`config.mk`:
```
export PLATFORM = sky130hd
export DESIGN_NAME = pmod_switch_reader
export DESIGN_NICKNAME = d
export VERILOG_FILES = /design/src/rtl/pmod_switch_reader.sv
export SDC_FILE = /design/constraint.sdc
export NUM_CORES = 1
export LEC_CHECK = 0
export ABC_CLOCK_PERIOD_IN_PS = 3300
export BUFFER_PORTS_ARGS = -buffer_cell sky130_fd_sc_hd__buf_2
export CORE_MARGIN = 3
export CORE_UTILIZATION = 60
export DETAILED_ROUTE_END_ITERATION = 7
export HOLD_SLACK_MARGIN = 0.03
export PLACE_DENSITY = 0.85
export RECOVER_POWER = 50
export REMOVE_ABC_BUFFERS = 1
export SYNTH_ARGS = -nofsm -noshare
export SYNTH_HDL_FRONTEND = slang
export SYNTH_SLANG_ARGS = --single-unit
export TNS_END_PERCENT = 50
```
`constraint.sdc`:
```
create_clock -name clk -period 3.3 [get_ports clk]
set_input_delay 0.165 -clock clk [delete_from_list [all_inputs] [get_ports clk]]
set_output_delay 0.165 -clock clk [all_outputs]
set_load 0.1 [all_outputs]
```
`src/rtl/pmod_switch_reader.sv`:
```
// PMOD switch front end: two-flop synchroniser, per-bit debounce, and a
// single-slot change-event buffer that merges further changes until the consumer accepts it.
module pmod_switch_reader #(
  parameter int WIDTH           = 8,
  parameter int DEBOUNCE_CYCLES = 120000,
  localparam int CNT_W          = $clog2(DEBOUNCE_CYCLES + 1)
) (
  input  logic             clk,
  input  logic             rst_n,
  input  logic [WIDTH-1:0] sw_n_i,
  output logic [WIDTH-1:0] sw_state_o,
  output logic             evt_valid_o,
  input  logic             evt_ready_i,
  output logic [WIDTH-1:0] evt_state_o,
  output logic [WIDTH-1:0] evt_changed_o,
  output logic             evt_overflow_o
);

  localparam logic [CNT_W-1:0] CNT_MAX = CNT_W'(DEBOUNCE_CYCLES - 1);

  typedef enum logic {IDLE, PENDING} state_t;

  logic [WIDTH-1:0] sync1_reg;
  logic [WIDTH-1:0] sync2_reg;
  logic [WIDTH-1:0] stable_n_reg;
  logic [WIDTH-1:0] stable_n_next;
  logic [WIDTH-1:0] chg;
  logic [WIDTH-1:0] new_state;
  state_t           state_reg;

  // Each pin debounces on its own counter; a bounce back to the stable level clears it.
  for (genvar gi = 0; gi < WIDTH; gi++) begin : g_bit
    logic [CNT_W-1:0] cnt_reg;
    logic             differs;

    assign differs           = sync2_reg[gi] ^ stable_n_reg[gi];
    assign stable_n_next[gi] = (differs && (cnt_reg == CNT_MAX)) ? sync2_reg[gi]
                                                                 : stable_n_reg[gi];

    always_ff @(posedge clk or negedge rst_n) begin
      if (!rst_n) begin
        cnt_reg <= '0;
      end else if (differs && (cnt_reg != CNT_MAX)) begin
        cnt_reg <= cnt_reg + CNT_W'(1);
      end else begin
        cnt_reg <= '0;
      end
    end
  end

  assign chg       = stable_n_next ^ stable_n_reg;
  assign new_state = ~stable_n_next;

  always_ff @(posedge clk or negedge rst_n) begin
    if (!rst_n) begin
      sync1_reg    <= '1;
      sync2_reg    <= '1;
      stable_n_reg <= '1;
      sw_state_o   <= '0;
    end else begin
      sync1_reg    <= sw_n_i;
      sync2_reg    <= sync1_reg;
      stable_n_reg <= stable_n_next;
      sw_state_o   <= new_state;
    end
  end

  always_ff @(posedge clk or negedge rst_n) begin
    if (!rst_n) begin
      state_reg      <= IDLE;
      evt_valid_o    <= 1'b0;
      evt_state_o    <= '0;
      evt_changed_o  <= '0;
      evt_overflow_o <= 1'b0;
    end else begin
      case (state_reg)
        IDLE: begin
          if (|chg) begin
            state_reg      <= PENDING;
            evt_valid_o    <= 1'b1;
            evt_state_o    <= new_state;
            evt_changed_o  <= chg;
            evt_overflow_o <= 1'b0;
          end
        end
        PENDING: begin
          if (evt_ready_i) begin
            if (|chg) begin
              // Accepted and refilled on the same edge: the new change starts a fresh event.
              evt_state_o    <= new_state;
              evt_changed_o  <= chg;
              evt_overflow_o <= 1'b0;
            end else begin
              state_reg   <= IDLE;
              evt_valid_o <= 1'b0;
            end
          end else if (|chg) begin
            evt_state_o    <= new_state;
            evt_changed_o  <= evt_changed_o | chg;
            evt_overflow_o <= 1'b1;
          end
        end
        default: begin
          state_reg   <= IDLE;
          evt_valid_o <= 1'b0;
        end
      endcase
    end
  end

endmodule

```
==> results of run 1 <==
[kinds of logic after synthesis]
family / synth area share (%)
buffers and inverters: 2.17
and+or+nand+nor: 22.0
adders and majority gates: 1.21
muxes: 2.49
DFF: 56.7
xor gates and xnor gates: 11.8
AOI/OAI and AO/OA: 3.60
[synthesized netlist by cell type, types with 2 or more instances]
| master | n |
|---|---|
| nor2_1 | 131 |
| dfrtp_1 | 163 |
| a21oi_1 | 20 |
| xnor2_1 | 42 |
| a22o_1 | 3 |
| nor4bb_1 | 2 |
| nor4_1 | 5 |
| nand2_1 | 45 |
| nand2b_1 | 5 |
| and2_1 | 2 |
| or2_2 | 2 |
| clkbuf_1 | 15 |
| xor2_1 | 70 |
| mux2_4 | 7 |
| or4bb_1 | 4 |
| buf_2 | 2 |
| o21ai_0 | 18 |
| and4_1 | 8 |
| inv_1 | 25 |
| nor3_1 | 3 |
| nand3_1 | 57 |
| nand4b_1 | 2 |
| and4b_1 | 3 |
| and3_1 | 31 |
| ha_1 | 8 |
| dfstp_2 | 24 |
| nand4_1 | 22 |
| o2bb2ai_1 | 8 |
| or3_1 | 20 |
| or4b_1 | 3 |
| or4_1 | 4 |
| mux2i_1 | 9 |
| nand4bb_1 | 2 |
| nor4b_1 | 3 |
[power by group through the flow]
stage / combinational, µW / sequential [µW] / clock, µW
after floorplan: 64.6 / 2400 / 0
after global placement: 132 / 2410 / 0
after detailed placement: 139 / 2410 / 0
after CTS: 148 / 2370 / 2010
after global routing: 166 / 2370 / 2110
final: 144 / 2370 / 1990
[path summary, 6_finish.rpt]
path                                startpoint                   to  slack (ns)  depth (start not counted)
max                        g_bit[6].cnt_reg[9]     evt_changed_o[3]        0.64                          6
min                                evt_ready_i          evt_valid_o         0.1                          4
max reg2reg                g_bit[6].cnt_reg[9]     evt_changed_o[3]        0.64                          6
min reg2reg                       sync1_reg[7]         sync2_reg[7]        0.36                          0
max in group asynchronous                rst_n         sync1_reg[3]        0.83                          3
min in group asynchronous                rst_n  g_bit[2].cnt_reg[4]        1.04                          2
[final cells by class]
class	instances	area share, %
Clock buffer	25	5.22
Multi-Input combinational cell	544	36.7
Clock inverter	6	0.943
Tap cell	176	2.37
Timing Repair Buffer	51	3.06
Inverter	25	1.01
Sequential cell	187	50.7
[per-layer routing]
metal | vias up | global-route usage, %
li1 | 2747 | -
met1 | 2928 | 30.5
met2 | 134 | 37.4
met3 | 32 | 5.45
met4 | 0 | 9.20
met5 | - | 0
[per-stage QoR]
| stage | utilization [%] | area, µm² | hold WS [ns] | worst slack, ns | total power (µW) |
|---|---|---|---|---|---|
| detailed placement | 64.7 | 8670 | 0.271 | 0.673 | 2550 |
| floorplan | - | 8210 | -0.131 | 0.908 | 2470 |
| CTS | 69.6 | 9330 | 0.0887 | 0.651 | 4530 |
| global placement | 64.7 | 8670 | 0.271 | 0.758 | 2540 |
| finish | 69.3 | 9290 | 0.0975 | 0.637 | 4500 |
| global route | 69.3 | 9290 | 0.0966 | 0.332 | 4650 |
[tightest hold or removal path: cells and delay by family]
kind                   cells  cell delay (ns)
AND/OR/NAND/NOR            1             0.04
AO/OA/AOI/OAI              2             0.18
buffers and inverters      1             0.09
[what timing repair did]
action                                 in CTS  in global routing
buffers inserted                            0                  0
hold buffers                                9                  0
endpoints found under the hold margin      90                  0
==> flow_summary.toml, run 1 <==
[pwr]
power.switching_uw = 947
switching_share_pct = 21.1
p_seq_share_pct = 52.7
power.leakage_uw = 0.00407
p_int_uw = 3550
pwr-share-comb_pct = 3.2
pwr-share-clk_pct = 44.1
power.density_nw_per_um2 = 484
irDropWorstVdd_v = 0.000375

[timing]
hold_viol = 0
rsz0062_at_grt = "false"
fmax_mhz = 376
slew_headroom_pct = -62.9
worst_pin_slew_ns = 2.44
tns_ns = 0
maxSlewViolCount = 103
skew_ns = 0.00704
period_share_pct = 80.7
setup_violations = 0
fin_crit_ns = 2.66

[cells_and_area]
regArea_um2 = 4710
drive_gt1_share_pct = 9.67
insertedDiodeCount = 0
fill_cells = 942
nets = 845
syn_to_final_growth_pct = 11.9
mostFrequentLayoutCell = "dfrtp_1"
multi_input_area_um2 = 3410
mostFrequentLayoutCells = "163 x dfrtp_1, 131 x nor2_1, 70 x xor2_1"
stdcell_count = 1014
largest_register_ff_count = 136

[synth]
ys_seq_area_share_pct = 56.7
synth_cell_types = 40
async_flop_share_pct = 100
ys.flop_type = "dfrtp_1"
synth_edf_count = 0
syn_inst = 774
avgSynthCellArea_um2 = 10.7
syn_area_um2 = 8300
synth_area_leaders = "dfrtp_1 49%, dfstp_2 7.6%, xor2_1 7.4%"
ys_warn_count = 0
synth_top_cell_area_share_pct = 49.1
synth-seq-cells = 187
synth.largest_area_cell = "dfrtp_1"

[floorplan]
core_area_um2 = 13400
die_w_um = 124
dieArea_um2 = 15300
fp-row-count = 42
pin_count = 37
start_util_pct = 61.9
die_h_um = 124

[grt]
grt_max_degree = 103
grt_pass1_wl_mm = 27.8
grt_pass1_vias = 5962
gr-total-overflow = 0
antenna_found_initial = 0
grtUsageTotal_pct = 23.2

[clock_tree]
clock_latency_ns = 0.43
cts_buffers = 17
cts-root-buf = "clkbuf_16"
cts.sinks = 187
cts_max_level = 4
clock_path_buffers = 2
path_clk_slew_ns = 0.06
cts_resized = 0
cts_tree = "built"

[worst_setup_path]
cpMaxStageDelayCell = "or4_1"
required_ns = 3.62
crit_fanout = 12
path_class = "flip-flop to flip-flop"
crit_path_max_incr_delay_ns = 0.65
critPathBufInv = 0
critPathTopFamily = "simple AND/OR/NAND/NOR gates"
critPathLaunchType = "flip-flop"
crit_arrival_ns = 2.98
cp_cell_sequence = "or4b_1 -> or4_1 -> o22ai_2 -> or4_4 -> nand2_2 -> a22o_1"
cp-end-kind = "flip-flop"

[detailed_routing]
dr.pass1.iters = 5
wl_mm = 16.6
routed.top_layer = "met4"
routedWlPerCell_um = 16.4
detail-route-antenna-nets = 0
drt_iter0_drc = 495
wl_met1_mm = 7.31
drc_errors = 0
met3_length_um = 728
wl_met2_mm = 8.23
vias = 5841
vias_per_cell = 5.76

[hold_path]
hold_path.class = "primary input to flip-flop"

[place]
dp_hpwl_mm = 11.0
dp.cells = 974
gp_congestion = 0.848
port-buffer-count = 36

[run_status]
status = "complete, but fails checks"
violations = "capacitance limit, slew limit"

[run]
maxCapViolCount = 1
Note: power is estimated with default switching activity, not from simulation.
==> run 2, diff against run 1 <==
--- a/config.mk
+++ b/config.mk
@@ -5,7 +5,7 @@
 export SDC_FILE = /design/constraint.sdc
 export NUM_CORES = 1
 export LEC_CHECK = 0
-export ABC_CLOCK_PERIOD_IN_PS = 3300
+export ABC_CLOCK_PERIOD_IN_PS = 2700
 export BUFFER_PORTS_ARGS = -buffer_cell sky130_fd_sc_hd__buf_2
 export CORE_MARGIN = 3
 export CORE_UTILIZATION = 60
==> constraint.sdc (replaced) <==
create_clock -name clk -period 2.7 [get_ports clk]
set_input_delay 0.135 -clock clk [delete_from_list [all_inputs] [get_ports clk]]
set_output_delay 0.135 -clock clk [all_outputs]
set_load 0.1 [all_outputs]
==> run 2 against run 1 <==
Against the previous run:
- the flow still finishes with violations (capacitance limit, slew limit)
- critical endpoint is now evt_changed_o[7]
- maximum frequency rose by 2.3%
- hold slack lost 0.019 ns
- worst setup slack worse by 0.54 ns
- flip-flop and latch count unchanged
- non-clock buffer count unchanged
- clock skew rose by 0.0037 ns
- critical path type unchanged
- routed wire length down 1.4%
==> flow_summary.toml, run 2 (synthesis gave the netlist of run 1 again) <==
[detailed_routing]
wl_mm = 16.4
drc_errors = 0
detail-route-antenna-nets = 0
drt_iter0_drc = 571
vias_per_cell = 5.74
routedWlPerCell_um = 16.1
vias = 5822
dr.pass1.iters = 5

[timing]
fmax_mhz = 384
hold_viol = 0
maxSlewViolCount = 75
worst_pin_slew_ns = 1.82
period_share_pct = 96.4
slew_headroom_pct = -21.0
fin_crit_ns = 2.60
tns_ns = 0
skew_ns = 0.0107
setup_violations = 0
rsz0062_at_grt = "false"

[cells_and_area]
syn_to_final_growth_pct = 12.1
insertedDiodeCount = 0
final_area_um2 = 9310
largest_register_ff_count = 136
drive_gt1_share_pct = 10.4
mostFrequentLayoutCells = "163 x dfrtp_1, 131 x nor2_1, 70 x xor2_1"
fin_util_pct = 69.4
mostFrequentLayoutCell = "dfrtp_1"
nets = 845

[pwr]
p_seq_share_pct = 52.5
pwr-share-comb_pct = 3.2
power.leakage_uw = 0.00408
power_uw = 5510
switching_share_pct = 21.6
p_int_uw = 4320
pwr-share-clk_pct = 44.3
power.switching_uw = 1190
power.density_nw_per_um2 = 592
irDropWorstVdd_v = 0.000507

[clock_tree]
cts_max_level = 4
cts_buffers = 17
clock_latency_ns = 0.43
cts.sinks = 187
post_cts_buffers = 0
cts-root-buf = "clkbuf_16"
clock_path_buffers = 2
path_clk_slew_ns = 0.06
cts_tree = "built"

[hold_path]
hold_path.class = "primary input to flip-flop"

[place]
dp_hpwl_mm = 11.1
port-buffer-count = 36
placed_cell_area_um2 = 8680
gp_congestion = 0.871

[run_status]
status = "complete, but fails checks"
violations = "capacitance limit, slew limit"

[grt]
gr-total-overflow = 0
grt_pass1_wl_mm = 27.5
grtUsageTotal_pct = 22.9
grt_max_degree = 78
antenna_found_initial = 0
grt_pass1_vias = 5911

[floorplan]
core_area_um2 = 13400
die_h_um = 124
pin_count = 37
die_w_um = 124
dieArea_um2 = 15300
start_util_pct = 61.9
fp-row-count = 42

[worst_setup_path]
required_ns = 3.01
crit_fanout = 12
path_class = "flip-flop to flip-flop"
crit_arrival_ns = 2.91
critPathLaunchType = "flip-flop"
cp-end-kind = "flip-flop"

[run]
maxCapViolCount = 1
-- run 2: per-layer routing --
layer | track usage [%] | routed length (µm) | up-vias
li1 | - | - | 2748
met1 | 30.1 | 7120 | 2893
met2 | 37.6 | 8180 | 162
met3 | 5.54 | 814 | 19
met4 | 7.47 | 256 | 0
met5 | 0 | 0 | -
-- run 2: critical path: stages (launching register included) --
cell	delay, ns
dfrtp_1	0.44
or4b_1	0.52
or4_1	0.66
o22ai_2	0.16
or4_4	0.30
nand2_2	0.19
a22o_1	0.22
-- run 2: power by group through the flow --
stage | combinational (µW) | sequential (µW) | clock, µW
global route | 204 | 2900 | 2610
CTS | 184 | 2890 | 2470
global placement | 162 | 2940 | 0
floorplan | 79.0 | 2930 | 0
finish | 177 | 2890 | 2440
detailed placement | 172 | 2940 | 0
-- run 2: worst paths after layout --
check / start / to / slack, ns / depth (start not counted)
worst max-delay path: g_bit[2].cnt_reg[9] / evt_changed_o[7] / 0.1 / 6
worst min-delay path: evt_ready_i / evt_valid_o / 0.08 / 4
worst max register to register: g_bit[2].cnt_reg[9] / evt_changed_o[7] / 0.1 / 6
worst min register to register: sync1_reg[2] / sync2_reg[2] / 0.36 / 0
max in group asynchronous: rst_n / stable_n_reg[7] / 0.46 / 3
min in group asynchronous: rst_n / g_bit[1].cnt_reg[12] / 0.74 / 2
-- run 2: layout make-up --
| cell class | count | area, µm² |
|---|---|---|
| Multi-Input combinational cell | 544 | 3410 |
| Timing Repair Buffer | 51 | 290 |
| Tap cell | 176 | 220 |
| Fill cell | 892 | 4100 |
| Clock buffer | 21 | 460 |
| Clock inverter | 11 | 120 |
| Inverter | 25 | 93.8 |
| Sequential cell | 187 | 4710 |
-- run 2: timing repair --
item | in CTS | in global routing
resized for setup | 0 | 0
hold endpoints to repair | 67 | 0
hold buffers | 9 | 0
-- run 2: through the flow --
| step | setup WS [ns] | instances | hold WS (ns) |
|---|---|---|---|
| after global placement | 0.242 | 974 | 0.186 |
| after floorplan | 0.308 | 756 | -0.161 |
| after CTS | 0.125 | 1015 | 0.0684 |
| after detailed placement | 0.142 | 974 | 0.202 |
| final | 0.0979 | 1015 | 0.0786 |
| after global routing | 0.0288 | 1015 | 0.0980 |
